==> config.mk <==
export PLATFORM = sky130hd
export DESIGN_NAME = alu_exec_stage_flat
export DESIGN_NICKNAME = d
export VERILOG_FILES = /design/src/rtl/alu_exec_pkg.sv /design/src/rtl/alu_exec_if.sv /design/src/rtl/alu_mul_seq.sv /design/src/rtl/alu_exec_stage.sv /design/src/flat_wrapper.sv
export SDC_FILE = /design/constraint.sdc
export NUM_CORES = 1
export LEC_CHECK = 0
export ABC_CLOCK_PERIOD_IN_PS = 3300
export CAP_MARGIN = 20
export CORE_MARGIN = 2
export CORE_UTILIZATION = 41
export CTS_CLUSTER_DIAMETER = 80
export CTS_CLUSTER_SIZE = 16
export DETAILED_ROUTE_END_ITERATION = 10
export PLACE_DENSITY = 0.72
export SLEW_MARGIN = 20
export SYNTH_ARGS = -nofsm -noshare
export SYNTH_HDL_FRONTEND = slang
export SYNTH_HIERARCHICAL = 1
export SYNTH_SLANG_ARGS = --single-unit
==> constraint.sdc <==
create_clock -name clk -period 3.3 [get_ports clk]
set_input_delay 0.66 -clock clk [delete_from_list [all_inputs] [get_ports clk]]
set_output_delay 0.66 -clock clk [all_outputs]
set_load 0.01 [all_outputs]
==> src/rtl/alu_exec_pkg.sv <==
// rtl/alu_exec_pkg.sv - shared widths, opcodes and FSM encoding for the ALU execute stage
package alu_exec_pkg;

  localparam int DATA_W = 8;
  localparam int REG_AW = 3;
  localparam int OP_W   = 3;

  localparam logic [OP_W-1:0] OP_ADD = 3'b000;
  localparam logic [OP_W-1:0] OP_SUB = 3'b001;
  localparam logic [OP_W-1:0] OP_AND = 3'b010;
  localparam logic [OP_W-1:0] OP_OR  = 3'b011;
  localparam logic [OP_W-1:0] OP_XOR = 3'b100;
  localparam logic [OP_W-1:0] OP_SHL = 3'b101;
  localparam logic [OP_W-1:0] OP_SHR = 3'b110;
  localparam logic [OP_W-1:0] OP_MUL = 3'b111;

  typedef enum logic [1:0] {
    ST_IDLE     = 2'd0,
    ST_MUL_BUSY = 2'd1,
    ST_HOLD     = 2'd2
  } state_t;

endpackage

==> src/rtl/alu_exec_if.sv <==
// rtl/alu_exec_if.sv - operand-in / write-back-out handshake bundle of the execute stage
interface alu_exec_if;
  import alu_exec_pkg::*;

  logic              in_valid;
  logic              in_ready;
  logic [OP_W-1:0]   op;
  logic [DATA_W-1:0] src_a;
  logic [DATA_W-1:0] src_b;
  logic [REG_AW-1:0] dst;
  logic              out_valid;
  logic              out_ready;
  logic              wb_en;
  logic [REG_AW-1:0] wb_reg;
  logic [DATA_W-1:0] wb_data;
  logic              flag_zero;
  logic              flag_carry;

  modport master (
    output in_valid, op, src_a, src_b, dst, out_ready,
    input  in_ready, out_valid, wb_en, wb_reg, wb_data, flag_zero, flag_carry
  );

  modport slave (
    input  in_valid, op, src_a, src_b, dst, out_ready,
    output in_ready, out_valid, wb_en, wb_reg, wb_data, flag_zero, flag_carry
  );

endinterface

==> src/rtl/alu_mul_seq.sv <==
// rtl/alu_mul_seq.sv - shift-add 8x8->16 multiplier, one multiplier bit per cycle
module alu_mul_seq
  import alu_exec_pkg::*;
(
  input  logic                clk,
  input  logic                reset,
  input  logic                i_start,
  input  logic [DATA_W-1:0]   i_a,
  input  logic [DATA_W-1:0]   i_b,
  output logic                o_done,
  output logic [2*DATA_W-1:0] o_product
);

  logic [2*DATA_W-1:0] r_mcand;
  logic [DATA_W-1:0]   r_mplier;
  logic [2*DATA_W-1:0] r_acc;
  logic [2:0]          r_cnt;
  logic                r_busy;
  logic [2*DATA_W-1:0] w_acc_next;

  assign w_acc_next = r_acc + (r_mplier[0] ? r_mcand : '0);

  // Product is exposed combinationally so the parent latches it on the final iteration edge.
  assign o_done    = r_busy && (r_cnt == 3'd7);
  assign o_product = w_acc_next;

  always_ff @(posedge clk) begin
    if (reset) begin
      r_mcand  <= '0;
      r_mplier <= '0;
      r_acc    <= '0;
      r_cnt    <= '0;
      r_busy   <= 1'b0;
    end else if (i_start) begin
      r_mcand  <= {{DATA_W{1'b0}}, i_a};
      r_mplier <= i_b;
      r_acc    <= '0;
      r_cnt    <= '0;
      r_busy   <= 1'b1;
    end else if (r_busy) begin
      r_acc    <= w_acc_next;
      r_mcand  <= r_mcand << 1;
      r_mplier <= r_mplier >> 1;
      r_cnt    <= r_cnt + 3'd1;
      if (r_cnt == 3'd7) begin
        r_busy <= 1'b0;
      end
    end
  end

endmodule

==> src/rtl/alu_exec_stage.sv <==
// rtl/alu_exec_stage.sv - ALU/MUL execute stage feeding register-file write-back
// Optional sequential multiplier for op 111 is enabled by defining ALU_MUL_EN.
module alu_exec_stage
  import alu_exec_pkg::*;
(
  input  logic      clk,
  input  logic      reset,
  alu_exec_if.slave bus
);

  state_t            r_state;
  state_t            w_next_state;
  logic              w_in_ready;
  logic              w_out_valid;
  logic              w_accept;
  logic              w_mul_path;
  logic              w_mul_done;

  logic [DATA_W-1:0] w_alu_data;
  logic              w_alu_carry;
  logic              w_alu_writes;
  logic              w_alu_zero;
  logic [2:0]        w_sh;

  logic [DATA_W-1:0] r_wb_data;
  logic [REG_AW-1:0] r_wb_reg;
  logic              r_zero;
  logic              r_carry;
  logic              r_writes;

  assign w_accept = bus.in_valid && w_in_ready;

`ifdef ALU_MUL_EN
  logic                w_mul_start;
  logic [2*DATA_W-1:0] w_product;

  assign w_mul_path  = (bus.op == OP_MUL);
  assign w_mul_start = w_accept && w_mul_path;

  alu_mul_seq u_mul (
    .clk       (clk),
    .reset     (reset),
    .i_start   (w_mul_start),
    .i_a       (bus.src_a),
    .i_b       (bus.src_b),
    .o_done    (w_mul_done),
    .o_product (w_product)
  );
`else
  assign w_mul_path = 1'b0;
  assign w_mul_done = 1'b0;
`endif

  always_ff @(posedge clk) begin
    if (reset) begin
      r_state <= ST_IDLE;
    end else begin
      r_state <= w_next_state;
    end
  end

  always_comb begin
    w_next_state = r_state;
    case (r_state)
      ST_IDLE: begin
        if (w_accept) begin
          w_next_state = w_mul_path ? ST_MUL_BUSY : ST_HOLD;
        end
      end
      ST_MUL_BUSY: begin
        if (w_mul_done) begin
          w_next_state = ST_HOLD;
        end
      end
      ST_HOLD: begin
        if (bus.out_ready) begin
          if (w_accept) begin
            w_next_state = w_mul_path ? ST_MUL_BUSY : ST_HOLD;
          end else begin
            w_next_state = ST_IDLE;
          end
        end
      end
      default: w_next_state = ST_IDLE;
    endcase
  end

  always_comb begin
    w_in_ready  = !reset && ((r_state == ST_IDLE) ||
                             ((r_state == ST_HOLD) && bus.out_ready));
    w_out_valid = (r_state == ST_HOLD);
  end

  assign bus.in_ready   = w_in_ready;
  assign bus.out_valid  = w_out_valid;
  assign bus.wb_en      = w_out_valid && bus.out_ready && r_writes;
  assign bus.wb_reg     = r_wb_reg;
  assign bus.wb_data    = r_wb_data;
  assign bus.flag_zero  = r_zero;
  assign bus.flag_carry = r_carry;

  // Shifts go through a 9-bit window so the last bit shifted out lands in the carry slot.
  always_comb begin
    w_alu_data   = '0;
    w_alu_carry  = 1'b0;
    w_alu_writes = 1'b1;
    w_sh         = bus.src_b[2:0];
    case (bus.op)
      OP_ADD: {w_alu_carry, w_alu_data} = {1'b0, bus.src_a} + {1'b0, bus.src_b};
      OP_SUB: begin
        w_alu_data  = bus.src_a - bus.src_b;
        w_alu_carry = (bus.src_a < bus.src_b);
      end
      OP_AND: w_alu_data = bus.src_a & bus.src_b;
      OP_OR:  w_alu_data = bus.src_a | bus.src_b;
      OP_XOR: w_alu_data = bus.src_a ^ bus.src_b;
      OP_SHL: {w_alu_carry, w_alu_data} = {1'b0, bus.src_a} << w_sh;
      OP_SHR: {w_alu_data, w_alu_carry} = {bus.src_a, 1'b0} >> w_sh;
      default: w_alu_writes = 1'b0;
    endcase
    w_alu_zero = w_alu_writes && (w_alu_data == '0);
  end

  always_ff @(posedge clk) begin
    if (reset) begin
      r_wb_data <= '0;
      r_wb_reg  <= '0;
      r_zero    <= 1'b0;
      r_carry   <= 1'b0;
      r_writes  <= 1'b0;
    end else if (w_accept && !w_mul_path) begin
      r_wb_data <= w_alu_data;
      r_wb_reg  <= bus.dst;
      r_zero    <= w_alu_zero;
      r_carry   <= w_alu_carry;
      r_writes  <= w_alu_writes;
    end else if (w_accept) begin
      r_wb_reg  <= bus.dst;
`ifdef ALU_MUL_EN
    end else if (w_mul_done) begin
      r_wb_data <= w_product[DATA_W-1:0];
      r_zero    <= (w_product[DATA_W-1:0] == '0);
      r_carry   <= (w_product[2*DATA_W-1:DATA_W] != '0);
      r_writes  <= 1'b1;
`endif
    end
  end

endmodule
==> src/flat_wrapper.sv <==
// flat-port wrapper written by rule: the top's interface ports become plain ports
module alu_exec_stage_flat import alu_exec_pkg::*;
  (clk, reset, bus_in_valid, bus_op, bus_src_a, bus_src_b, bus_dst, bus_out_ready, bus_in_ready, bus_out_valid, bus_wb_en, bus_wb_reg, bus_wb_data, bus_flag_zero, bus_flag_carry);
  alu_exec_if bus_i ();
  input  logic clk;
  input  logic reset;
  input wire logic [$bits(bus_i.in_valid)-1:0] bus_in_valid;
  input wire logic [$bits(bus_i.op)-1:0] bus_op;
  input wire logic [$bits(bus_i.src_a)-1:0] bus_src_a;
  input wire logic [$bits(bus_i.src_b)-1:0] bus_src_b;
  input wire logic [$bits(bus_i.dst)-1:0] bus_dst;
  input wire logic [$bits(bus_i.out_ready)-1:0] bus_out_ready;
  output wire logic [$bits(bus_i.in_ready)-1:0] bus_in_ready;
  output wire logic [$bits(bus_i.out_valid)-1:0] bus_out_valid;
  output wire logic [$bits(bus_i.wb_en)-1:0] bus_wb_en;
  output wire logic [$bits(bus_i.wb_reg)-1:0] bus_wb_reg;
  output wire logic [$bits(bus_i.wb_data)-1:0] bus_wb_data;
  output wire logic [$bits(bus_i.flag_zero)-1:0] bus_flag_zero;
  output wire logic [$bits(bus_i.flag_carry)-1:0] bus_flag_carry;
  assign bus_i.in_valid = bus_in_valid;
  assign bus_i.op = bus_op;
  assign bus_i.src_a = bus_src_a;
  assign bus_i.src_b = bus_src_b;
  assign bus_i.dst = bus_dst;
  assign bus_i.out_ready = bus_out_ready;
  assign bus_in_ready = bus_i.in_ready;
  assign bus_out_valid = bus_i.out_valid;
  assign bus_wb_en = bus_i.wb_en;
  assign bus_wb_reg = bus_i.wb_reg;
  assign bus_wb_data = bus_i.wb_data;
  assign bus_flag_zero = bus_i.flag_zero;
  assign bus_flag_carry = bus_i.flag_carry;
  alu_exec_stage u_core (.clk(clk), .reset(reset), .bus(bus_i));
endmodule
-- Yosys cells after proc, flatten, opt, wreduce, memory -nomap -nowiden
Cells that the tools add are included.
- $add $sub $neg: 2
- order comparisons: 1
- equal/unequal tests: 10
- shifts and indexed selects: 2
- mux-type cells: 7
- bitwise operators: 4
- reductions and logical operators: 12
- operator list (kind ; number):
    8-bit case mux with 7 select lines ; 1
    8-bit by 8-bit adder with 9-bit output ; 1
    3-bit equality test (second input constant) ; 3
    8-bit by 3-bit left shift with 9-bit output ; 1
    9-bit by 3-bit >> shifter with 9-bit output ; 1
    8-bit bitwise AND ; 1
    8-bit logical NOT ; 1
    8-bit less-than comparator ; 1
    8-bit OR ; 1
    8-bit subtractor ; 1
    8-bit bitwise XOR ; 1
    7-bit OR reduction ; 1
    3-bit by 2-bit equality test with 1-bit output (second input constant) ; 2
    2-bit 2-to-1 mux ; 3
    2-bit case mux with 3 select lines ; 1
    1-bit logical AND ; 5
    1-bit case mux with 4 select lines ; 1
    3-bit by 1-bit equality test with 1-bit output (second input constant) ; 1
    3-bit logical NOT ; 1
    3-bit AND reduction ; 1
    2-bit by 1-bit equality test with 1-bit output (second input constant) ; 1
    2-bit equality test (second input constant) ; 1
    2-bit logical NOT ; 1
    2-bit by 1-bit inequality test with 1-bit output (second input constant) ; 1
    5 further kinds ; 5
- flip-flop bits (word level): 16
- bits of input ports: 26
- output and inout port bits: 16

-- Longest topological paths before layout
Gate-level depths: netlist of run 1.
- word-level depth: 8
- mapped depth: 11
- gate-level depth less buffers: 10

-- Worst setup path after synthesis of run 1
Ideal clock, no wire load.
- kind: input -> register
- from: input port bus_src_b[1]
- to: register u_core.r_zero (netlist: u_core/bus.flag_zero)
- library setup time: 62 ps
- arrival time: 2877 ps
- setup slack: 361 ps
- cell stages on the path: 10
- cells stage by stage: buf_4 buf_2 inv_1 ha_1 o21bai_1 a21oi_1 a221o_1 a221o_1 nor4b_2 a32o_1
- longest elaborated chain between the ends: 4
- elaborated cells between the ends (all ways): 10
- RTL lines (element ; RTL line ; text):
    start, declared ; flat_wrapper.sv:10 ; input wire logic [$bits(bus_i.src_b)-1:0] bus_src_b;
    8-bit subtractor, or another cell as far along ; alu_exec_stage.sv:111 ; w_alu_data = bus.src_a - bus.src_b;
    8-bit case mux with 7 select lines * ; alu_exec_stage.sv:108 ; case (bus.op)
    8-bit logical NOT * ; alu_exec_stage.sv:121 ; w_alu_zero = w_alu_writes && (w_alu_data == '0);
    1-bit logical AND * ; alu_exec_stage.sv:121 ;
    end signal, assigned ; alu_exec_stage.sv:134 ; r_zero <= w_alu_zero;
    end, declared ; alu_exec_stage.sv:27 ; logic r_zero;
Every way passes the cells marked *; elsewhere a longest branch is shown, timed or not.
A chain may end at the register's enable or synchronous reset.

-- Final worst setup path of run 1
- from: input port bus_src_a[0]
- to: register u_core.r_zero (netlist: u_core/bus.flag_zero)
- longest elaborated chain between the ends: 4
- elaborated cells between the ends (all ways): 10
- RTL lines (element ; RTL line ; text):
    start, declared ; flat_wrapper.sv:9 ; input wire logic [$bits(bus_i.src_a)-1:0] bus_src_a;
    8-bit subtractor, or another cell as far along ; alu_exec_stage.sv:111 ;
    8-bit case mux with 7 select lines * ; alu_exec_stage.sv:108 ;
    8-bit logical NOT * ; alu_exec_stage.sv:121 ;
    1-bit logical AND * ; alu_exec_stage.sv:121 ;
Marked as above.

==> results.rst, run 1 <==
.. list-table::
   :header-rows: 1

   * - Metric
     - Value
   * - Status
     - completed
   * - CTS clk-pin slew, worst paths
     - around 0.050 ns
   * - Highest ir drop seen on vdd
     - about 0.13 mV
   * - Critical Path Fanout Max
     - 3
   * - Area growth syn-to-layout
     - 28.5%
   * - CTS tree
     - built
   * - Placeable Area
     - roughly 0.0051 mm2
   * - Die area
     - roughly 0.0060 mm2
   * - Clock group share of total power
     - ~21%
   * - Post-CTS Hold Buffers
     - 0
   * - Flop and latch count out of synthesis
     - 15
   * - Final core utilization
     - a little over half
   * - Layout cells sized above 1
     - between 10 and 15%
   * - Internal power of the cells
     - 0.457 mW
   * - Required time worst endpoint
     - 3.49 ns
   * - Headroom to the max-slew limit
     - between 60% and 70%
   * - # DRC
     - 0
   * - Number of flops mapped to enable cells by yosys
     - 0
   * - Count of synthesis-stage warnings from yosys
     - 6
   * - Total congestion overflow after global routing
     - 0
   * - Total clock sinks
     - 15
   * - Number of nets in the finished design
     - around 380
   * - DR iter-0 viols
     - around 260
   * - Sequential area share after synthesis
     - 13.7%
   * - CTS Buf Count
     - 3
   * - Final std cells w/o fill
     - 400
   * - Syn avg cell area
     - 7.93 um2
   * - CP startpoint
     - bus_src_a[0]
   * - End point of the critical path
     - u_core/bus.flag_zero
   * - Global-route wire length before repair
     - about 11000 um
   * - Synth top area cells
     - sky130_fd_sc_hd__ha_1, sky130_fd_sc_hd__dfxtp_1, sky130_fd_sc_hd__mux4_2, sky130_fd_sc_hd__mux2i_1, sky130_fd_sc_hd__nand2_1
   * - Vert. Die Dim
     - around 77 um
   * - Worst Clk Skew
     - around 0.0014 ns
   * - Most repeated cell in the gate-level netlist after synthesis
     - sky130_fd_sc_hd__nand2_1
   * - Max reg flops
     - 8
   * - Post-place instance area
     - roughly 0.0028 mm2
   * - Number of antenna violations at the first check in global routing
     - 0
   * - Maximum frequency from static timing analysis
     - about 320 MHz
   * - Post-synthesis cell area
     - approximately 0.0022 mm2
   * - Instance count of the mapped netlist
     - about 280
   * - Count of H-tree levels built during CTS
     - 1
   * - Switch share
     - 35.8%
   * - Total half-perimeter wirelength after legalization and detailed placement
     - 5250 um
   * - Area share of the leading cell type in the synthesized netlist
     - roughly 14%
   * - Setup TNS
     - 0 ns
   * - Die outline width
     - a little under 80 um
   * - Final setup viols
     - 0
   * - Yosys top cell by area
     - sky130_fd_sc_hd__ha_1
   * - Worst setup SP type
     - input pin
   * - Synth unique cells
     - between 40 and 50
   * - Synth Net Count
     - 330
   * - WL/cell
     - 16.1 um
   * - Antenna fix cells
     - 0
   * - Data arrival time of the worst path
     - around 3.3 ns
   * - Post-route cell area
     - roughly 0.0028 mm2
   * - Routed wire length
     - roughly 6400 um
   * - Max Cap Violations
     - 0
   * - Power Density
     - around 250 mW/mm2
   * - Critical path class
     - in -> reg
   * - Reg2reg path depth
     - 7
   * - Class of the tightest hold or removal check
     - reg -> reg
   * - Initial Util
     - 42.7%
   * - Start of the worst register-to-register path
     - u_core/r_state[1]
   * - Vias/cell
     - a little under 6
   * - Sum of internal, switching and leakage power
     - a little over 0.7 mW
   * - Clk root buf
     - sky130_fd_sc_hd__clkbuf_8
   * - End of the worst register-to-register path
     - u_core/bus.flag_zero
   * - Leakage power of the design
     - 1.21 nW
   * - Number of endpoints with negative hold slack in the final report
     - 0
   * - Sequential power share
     - 28.4%
   * - Global-route usage over all layers
     - 22.8%
   * - Hold slack
     - 0.452 ns
   * - Pin slew with the least headroom to its limit
     - 0.581 ns
   * - Main synth FF type
     - sky130_fd_sc_hd__dfxtp_1
   * - Clock period minus final worst setup slack
     - a little over 3 ns
   * - Largest net degree at the start of global routing
     - 22
   * - Worst-case register-to-register setup slack
     - approximately 1.4 ns
   * - Max Transition Viols Final
     - 0
   * - Synth top cells by count
     - sky130_fd_sc_hd__nand2_1, sky130_fd_sc_hd__ha_1, sky130_fd_sc_hd__nor2_1, sky130_fd_sc_hd__inv_1, sky130_fd_sc_hd__o21ai_0
   * - Final cycle utilization of the critical path
     - about 94%
   * - Routability congestion estimate
     - ~0.9
   * - Share of total power in combinational logic
     - between 50% and 60%
   * - Post-Place Setup Slack
     - -0.00117 ns
   * - IO buf count
     - between 40 and 50
   * - Synth async-reset ratio
     - 0%
   * - Top Ports
     - between 40 and 50
   * - Number of global-route vias before repair
     - between 2000 and 2500
   * - Antenna violation net count after detailed routing
     - 0
   * - Switching power
     - around 0.26 mW
   * - Setup slack after layout
     - roughly 0.20 ns
   * - Type of element capturing the critical path
     - register
   * - Clock insertion delay at the later pin of the skew report
     - 0.25 ns
   * - Unrepaired setup endpoints after global routing
     - false
   * - Detailed-routing iteration count for the pre-antenna-repair pass
     - 5
   * - Setup Buffers After CTS
     - 0
   * - Count of cells resized by post-cts repair
     - 0
   * - Total placed cells including tap cells
     - just under 400
   * - Total vias in the final route
     - approximately 2300
   * - Max Buffers Root-to-Sink
     - 2
   * - Placement row count
     - 26
==> layer usage <==
metal	global-route usage [%]	share of wire, %	vias up
li1	-	-	1131
met1	30.7	45	1081
met2	39.0	47	88
met3	1.76	6.3	11
met4	6.61	1.9	0
met5	0	0	-
==> kinds of logic (layout without fill, tap and decap cells) <==
family,Yosys count,count (layout),synth area share (%)
AO/OA/AOI/OAI,85,85,28.2
XOR/XNOR,1,1,0.399
adder cells (fa/ha/maj),27,27,16.1
buffers and inverters,38,91,8.14
flip-flops,15,15,13.7
multiplexers,20,20,13.1
AND/OR/NAND/NOR,91,91,20.4
==> worst min path at each step <==
| stage | startpoint | endpoint | cells after the start |
|---|---|---|---|
| floorplan | u_core/r_writes | u_core/r_writes | 2 |
| global placement | u_core/bus.wb_data[6] | u_core/bus.wb_data[6] | 2 |
| detailed placement | u_core/bus.wb_data[7] | u_core/bus.wb_data[7] | 2 |
| CTS | u_core/bus.wb_data[7] | u_core/bus.wb_data[7] | 2 |
| global route | u_core/r_writes | u_core/r_writes | 2 |
| finish | u_core/bus.wb_data[7] | u_core/bus.wb_data[7] | 2 |
==> area by class of cell <==
class / count / area (um2)
repair buffers: 65 / 591
clock buffers: 4 / 45.0
well taps: 70 / 87.6
fillers: 505 / 2320
inverters: 22 / 82.6
multi-input cells: 224 / 1720
flip-flops and latches: 15 / 300
==> cells in the final DEF, fill, tap and decap left out, types with 2 or more instances in the layout <==
cell type,n
sky130_fd_sc_hd__clkdlybuf4s50_1,41
sky130_fd_sc_hd__o21bai_1,3
sky130_fd_sc_hd__o21ai_0,18
sky130_fd_sc_hd__nand3_1,3
sky130_fd_sc_hd__a22o_1,5
sky130_fd_sc_hd__a2bb2oi_1,2
sky130_fd_sc_hd__nand2_1,30
sky130_fd_sc_hd__inv_1,22
sky130_fd_sc_hd__and3_1,3
sky130_fd_sc_hd__o21ba_2,2
sky130_fd_sc_hd__nor2b_1,7
sky130_fd_sc_hd__o221ai_1,3
sky130_fd_sc_hd__buf_4,24
sky130_fd_sc_hd__ha_1,25
sky130_fd_sc_hd__mux2i_1,13
sky130_fd_sc_hd__a211oi_1,4
sky130_fd_sc_hd__a21oi_1,16
sky130_fd_sc_hd__a21o_1,2
sky130_fd_sc_hd__nor3b_1,2
sky130_fd_sc_hd__clkbuf_8,3
sky130_fd_sc_hd__mux4_2,7
sky130_fd_sc_hd__a221o_1,9
sky130_fd_sc_hd__nand2b_1,7
sky130_fd_sc_hd__o211ai_1,3
sky130_fd_sc_hd__nor3_1,7
sky130_fd_sc_hd__a221oi_1,3
sky130_fd_sc_hd__dfxtp_1,15
sky130_fd_sc_hd__fa_1,2
sky130_fd_sc_hd__a22oi_1,5
sky130_fd_sc_hd__nor2_1,23
sky130_fd_sc_hd__nand3b_1,4
==> power groups by stage <==
stage               registers (mW)  logic [mW]  clock network [mW]
finish                       0.202       0.363               0.147
global route                 0.204       0.398               0.159
floorplan                    0.212       0.211                   0
CTS                          0.202       0.359               0.152
detailed placement           0.206       0.358                   0
global placement             0.206       0.354                   0
==> worst max-delay path, cell delays in order <==
cell                              delay [ns]
sky130_fd_sc_hd__clkdlybuf4s50_1        0.45
sky130_fd_sc_hd__inv_1                  0.11
sky130_fd_sc_hd__ha_1                   0.20
sky130_fd_sc_hd__inv_1                  0.07
sky130_fd_sc_hd__fa_1                   0.41
sky130_fd_sc_hd__a21oi_1                0.21
sky130_fd_sc_hd__o21ba_2                0.18
sky130_fd_sc_hd__o211ai_1               0.11
sky130_fd_sc_hd__a221o_1                0.38
sky130_fd_sc_hd__nor4b_2                0.33
sky130_fd_sc_hd__a32o_1                 0.20
Note: power is estimated with default switching activity, not from simulation.
==> run 2: changes to the inputs <==
--- a/config.mk
+++ b/config.mk
@@ -16,5 +16,4 @@
 export SLEW_MARGIN = 20
 export SYNTH_ARGS = -nofsm -noshare
 export SYNTH_HDL_FRONTEND = slang
-export SYNTH_HIERARCHICAL = 1
 export SYNTH_SLANG_ARGS = --single-unit
==> run 2 against run 1 <==
Net effect:
- cell count grew 3.3%
- total power is 0.59% higher
- sequential cell count is the same
- sequential share of layout area is 0.16 points lower
- clock skew shrank 0.00058 ns
- non-clock buffer count up 4
- count of clock-buffer cells in the layout did not move
- maximum frequency is 1.4% lower
- highest routed layer unchanged
==> results.rst, run 2 <==
.. list-table::
   :header-rows: 1

   * - Metric
     - Value
   * - Top Ports
     - 42 (unchanged)
   * - CTS Buf Count
     - 3 (unchanged)
   * - Instance count of the mapped netlist
     - 288 (+4.0%)
   * - Global-route usage over all layers
     - 22.5% (-0.35 points)
   * - CTS clk-pin slew, worst paths
     - 0.06 ns (about the same)
   * - Post-synthesis cell area
     - 0.00222 mm2 (+0.91%)
   * - Number of fill cells in the layout
     - 499 (-1.2%)
   * - Sequential area share after synthesis
     - 13.5% (-0.12 points)
   * - DR iter-0 viols
     - 185 (-29%)
   * - Antenna violation net count after detailed routing
     - 0 (unchanged)
   * - Start of the worst register-to-register path
     - u_core.r_state[1]
   * - Most repeated cell in the gate-level netlist after synthesis
     - sky130_fd_sc_hd__nand2_1
   * - Count of synthesis-stage warnings from yosys
     - 0 (-6)
   * - Number of antenna violations at the first check in global routing
     - 0 (unchanged)
   * - # DRC
     - 0 (unchanged)
   * - Unrepaired setup endpoints after global routing
     - false
   * - Critical path class
     - in -> reg
   * - Clock insertion delay at the later pin of the skew report
     - 0.25 ns (about the same)
   * - Routed wire length
     - 6770 um (+5.3%)
   * - Slowest CP cell
     - sky130_fd_sc_hd__clkdlybuf4s50_1
   * - Highest ir drop seen on vdd
     - 0.142 mV (+5.5%)
   * - Flop and latch count out of synthesis
     - 15 (unchanged)
   * - Min-delay src
     - u_core.bus.wb_data[6]
   * - Worst Clk Skew
     - 0.000783 ns (-0.000578 ns)
   * - Class of the tightest hold or removal check
     - reg -> reg
   * - Largest net degree at the start of global routing
     - 16 (-27%)
   * - Worst setup SP type
     - input pin
   * - Critical Path Fanout Max
     - 3 (unchanged)
   * - Synth async-reset ratio
     - 0% (unchanged)
   * - Detailed-routing iteration count for the pre-antenna-repair pass
     - 6 (+1)
   * - Placeable Area
     - 0.00517 mm2 (+0.63%)
   * - Ordered cell list for the critical path
     - clkdlybuf4s50_1 > inv_1 > ha_1 > fa_1 > nor3_1 > nor3_1 > o31ai_1 > nand2_1 > o311ai_0 > a21oi_1 > a32o_2
   * - Main synth FF type
     - sky130_fd_sc_hd__dfxtp_1
   * - Status
     - completed
   * - CP startpoint
     - bus_src_a[0]
   * - Total vias in the final route
     - 2404 (+4.0%)
   * - Total congestion overflow after global routing
     - 0 (unchanged)
   * - Count of H-tree levels built during CTS
     - 1 (unchanged)
   * - Post-Place Setup Slack
     - -0.0413 ns (-0.0402 ns)
   * - Post-route cell area
     - 0.00287 mm2 (+1.5%)
   * - Placement row count
     - 26 (unchanged)
   * - Leading cell type in the layout, fill and taps excluded
     - sky130_fd_sc_hd__clkdlybuf4s50_1
   * - Clk root buf
     - sky130_fd_sc_hd__clkbuf_8
   * - Maximum frequency from static timing analysis
     - 318 MHz (-1.4%)
   * - Synth unique cells
     - 60 (+22%)
   * - Antenna fix cells
     - 0 (unchanged)
   * - Total half-perimeter wirelength after legalization and detailed placement
     - 5570 um (+6.3%)
   * - Synth Net Count
     - 342 (+3.6%)
   * - Number of endpoints with negative hold slack in the final report
     - 0 (unchanged)
   * - Layout cells sized above 1
     - 12.8% (+0.71 points)
   * - Max reg flops
     - 8 (unchanged)
   * - Die area
     - 0.00601 mm2 (+0.86%)
   * - Post-place instance area
     - 0.00282 mm2 (+1.3%)
   * - Data arrival time of the worst path
     - 3.29 ns (about the same)
   * - Synth top cells by count
     - sky130_fd_sc_hd__nand2_1, sky130_fd_sc_hd__ha_1, sky130_fd_sc_hd__inv_1, sky130_fd_sc_hd__nor2_1
   * - Leakage power of the design
     - 1.24 nW (+2.3%)
   * - Global-route wire length before repair
     - 10900 um (-1.4%)
   * - Type of element capturing the critical path
     - register
   * - Area share of the leading cell type in the synthesized netlist
     - 14.7% (+0.44 points)
   * - Number of nets in the finished design
     - 398 (+3.6%)
   * - Vert. Die Dim
     - 77.5 um (+0.43%)
   * - Syn avg cell area
     - 7.70 um2 (-2.9%)
   * - Final cycle utilization of the critical path
     - 95.4% (+1.3 points)
   * - Post-CTS Hold Buffers
     - 0 (unchanged)
   * - Die outline width
     - 77.5 um (+0.43%)
   * - Headroom to the max-slew limit
     - 45.6% (-16 points)
   * - Max Transition Viols Final
     - 0 (unchanged)
   * - Synth top area cells
     - sky130_fd_sc_hd__ha_1, sky130_fd_sc_hd__dfxtp_1, sky130_fd_sc_hd__nand2_1, sky130_fd_sc_hd__mux4_2, sky130_fd_sc_hd__mux2i_1
   * - Pin slew with the least headroom to its limit
     - 0.810 ns (+0.230 ns)
   * - Setup Buffers After CTS
     - 0 (unchanged)
   * - IO buf count
     - 41 (unchanged)
   * - Yosys top cell by area
     - sky130_fd_sc_hd__ha_1
   * - Area growth syn-to-layout
     - 29.3%
   * - Final std cells w/o fill
     - 413 (+3.3%)
   * - Final core utilization
     - 55.4% (+0.48 points)
   * - Highest-count cells in the layout ignoring fill and taps
     - sky130_fd_sc_hd__clkdlybuf4s50_1, sky130_fd_sc_hd__nand2_1, sky130_fd_sc_hd__buf_4
   * - Count of cells resized by post-cts repair
     - 0 (unchanged)
   * - Crit path top cell by count
     - sky130_fd_sc_hd__nor3_1
   * - WL/cell
     - 16.4 um (+1.9%)
   * - Routability congestion estimate
     - 0.965 (+7.5%)
   * - Number of global-route vias before repair
     - 2179 (-2.9%)
   * - Required time worst endpoint
     - 3.44 ns (-0.05 ns)
   * - Clock period minus final worst setup slack
     - 3.15 ns (+0.0433 ns)
   * - Max Cap Violations
     - 0 (unchanged)
   * - Final setup viols
     - 0 (unchanged)
   * - Top cell family by delay on the critical path
     - compound AO/OA/AOI/OAI gates
   * - Number of flops mapped to enable cells by yosys
     - 0 (unchanged)
   * - Power Density
     - 250 mW/mm2 (-0.91%)
   * - Max Buffers Root-to-Sink
     - 2 (unchanged)
   * - Setup slack after layout
     - 0.152 ns (-0.0433 ns)
   * - Critical path buffer and inverter count
     - 2 (-1)
   * - CTS tree
     - built
   * - Total clock sinks
     - 15 (unchanged)
   * - Total placed cells including tap cells
     - 409 (+3.3%)
   * - Initial Util
     - 42.9% (+0.12 points)
   * - Vias/cell
     - 5.82 (+0.75%)
   * - Delay contributed by the slowest stage of the critical path
     - 0.51 ns (+0.06 ns)
==> run 2: cell count changes in the layout (fill, tap and decap cells not counted), sizes merged, moves of 4 or more <==
cell	change
a221o	-8
buf	+4
nand3	+4
o32ai	+4
==> run 2: layout make-up <==
class / instances / area [um2] / area share (%)
Tap cell: 70 / 87.6 / 3.06
Multi-Input combinational cell: 231 / 1720 / 60.1
Timing Repair Buffer: 69 / 621 / 21.6
Clock buffer: 4 / 45.0 / 1.57
Sequential cell: 15 / 300 / 10.5
Inverter: 24 / 90.1 / 3.14
==> run 2: final timing paths <==
kind | end | slack [ns] | cells past startpoint
max | u_core.bus.flag_zero | 0.15 | 11
min | u_core.bus.wb_data[6] | 0.46 | 2
max reg2reg | u_core.bus.flag_zero | 1.65 | 6
min reg2reg | u_core.bus.wb_data[6] | 0.46 | 2
==> run 2: worst register-to-register path: stages, from the launching register on <==
cell                      delay, ns
sky130_fd_sc_hd__dfxtp_1       0.31
sky130_fd_sc_hd__nor2b_1       0.14
sky130_fd_sc_hd__nor2_1        0.18
sky130_fd_sc_hd__and3_1        0.31
sky130_fd_sc_hd__nand4_1       0.13
sky130_fd_sc_hd__nor4_1        0.30
sky130_fd_sc_hd__a32o_2        0.23
==> run 2: power breakdown <==
group | leakage (nW) | switching [mW] | internal, mW | total [mW]
Sequential | 0.123 | 0.00756 | 0.196 | 0.203
Clock | 0.0228 | 0.0612 | 0.0855 | 0.147
Combinational | 1.09 | 0.190 | 0.176 | 0.366
Total | 1.24 | 0.259 | 0.457 | 0.716
==> run 2: cell families after synthesis <==
kind of cell / count (synthesis) / share of synthesized area (%)
buffers and inverters: 42 / 9.03
DFF: 15 / 13.5
muxes: 18 / 11.2
adders and majority gates: 28 / 16.5
xor gates and xnor gates: 1 / 0.395
AOI/OAI and AO/OA: 81 / 25.8
and+or+nand+nor: 103 / 23.5
==> run 2: stage by stage <==
| step | total power [mW] | setup TNS, ns | hold slack [ns] |
|---|---|---|---|
| 6_report | 0.716 | 0 | 0.460 |
| 5_1_grt | 0.760 | 0 | 0.491 |
| 4_1_cts | 0.712 | 0 | 0.466 |
| 3_5_place_dp | 0.565 | -0.0413 | 0.453 |
| 3_3_place_gp | 0.559 | 0 | 0.436 |
| 2_1_floorplan | 0.416 | 0 | 0.432 |
==> run 2: routing by layer <==
layer  track usage, %  part of all wire [%]  vias up
met5                0                     0        -
met4             6.61                   1.7        0
met3             2.09                   7.1        9
met2             37.7                    47      123
met1             30.6                    44     1105
li1                 -                     -     1167
==> run 3: changes to the inputs <==
--- a/config.mk
+++ b/config.mk
@@ -16,4 +16,5 @@
 export SLEW_MARGIN = 20
 export SYNTH_ARGS = -nofsm -noshare
 export SYNTH_HDL_FRONTEND = slang
+export SYNTH_HIERARCHICAL = 1
 export SYNTH_SLANG_ARGS = --single-unit
==> results of run 3 <==
Final layout, timing and power as in run 1 (identical DEF).
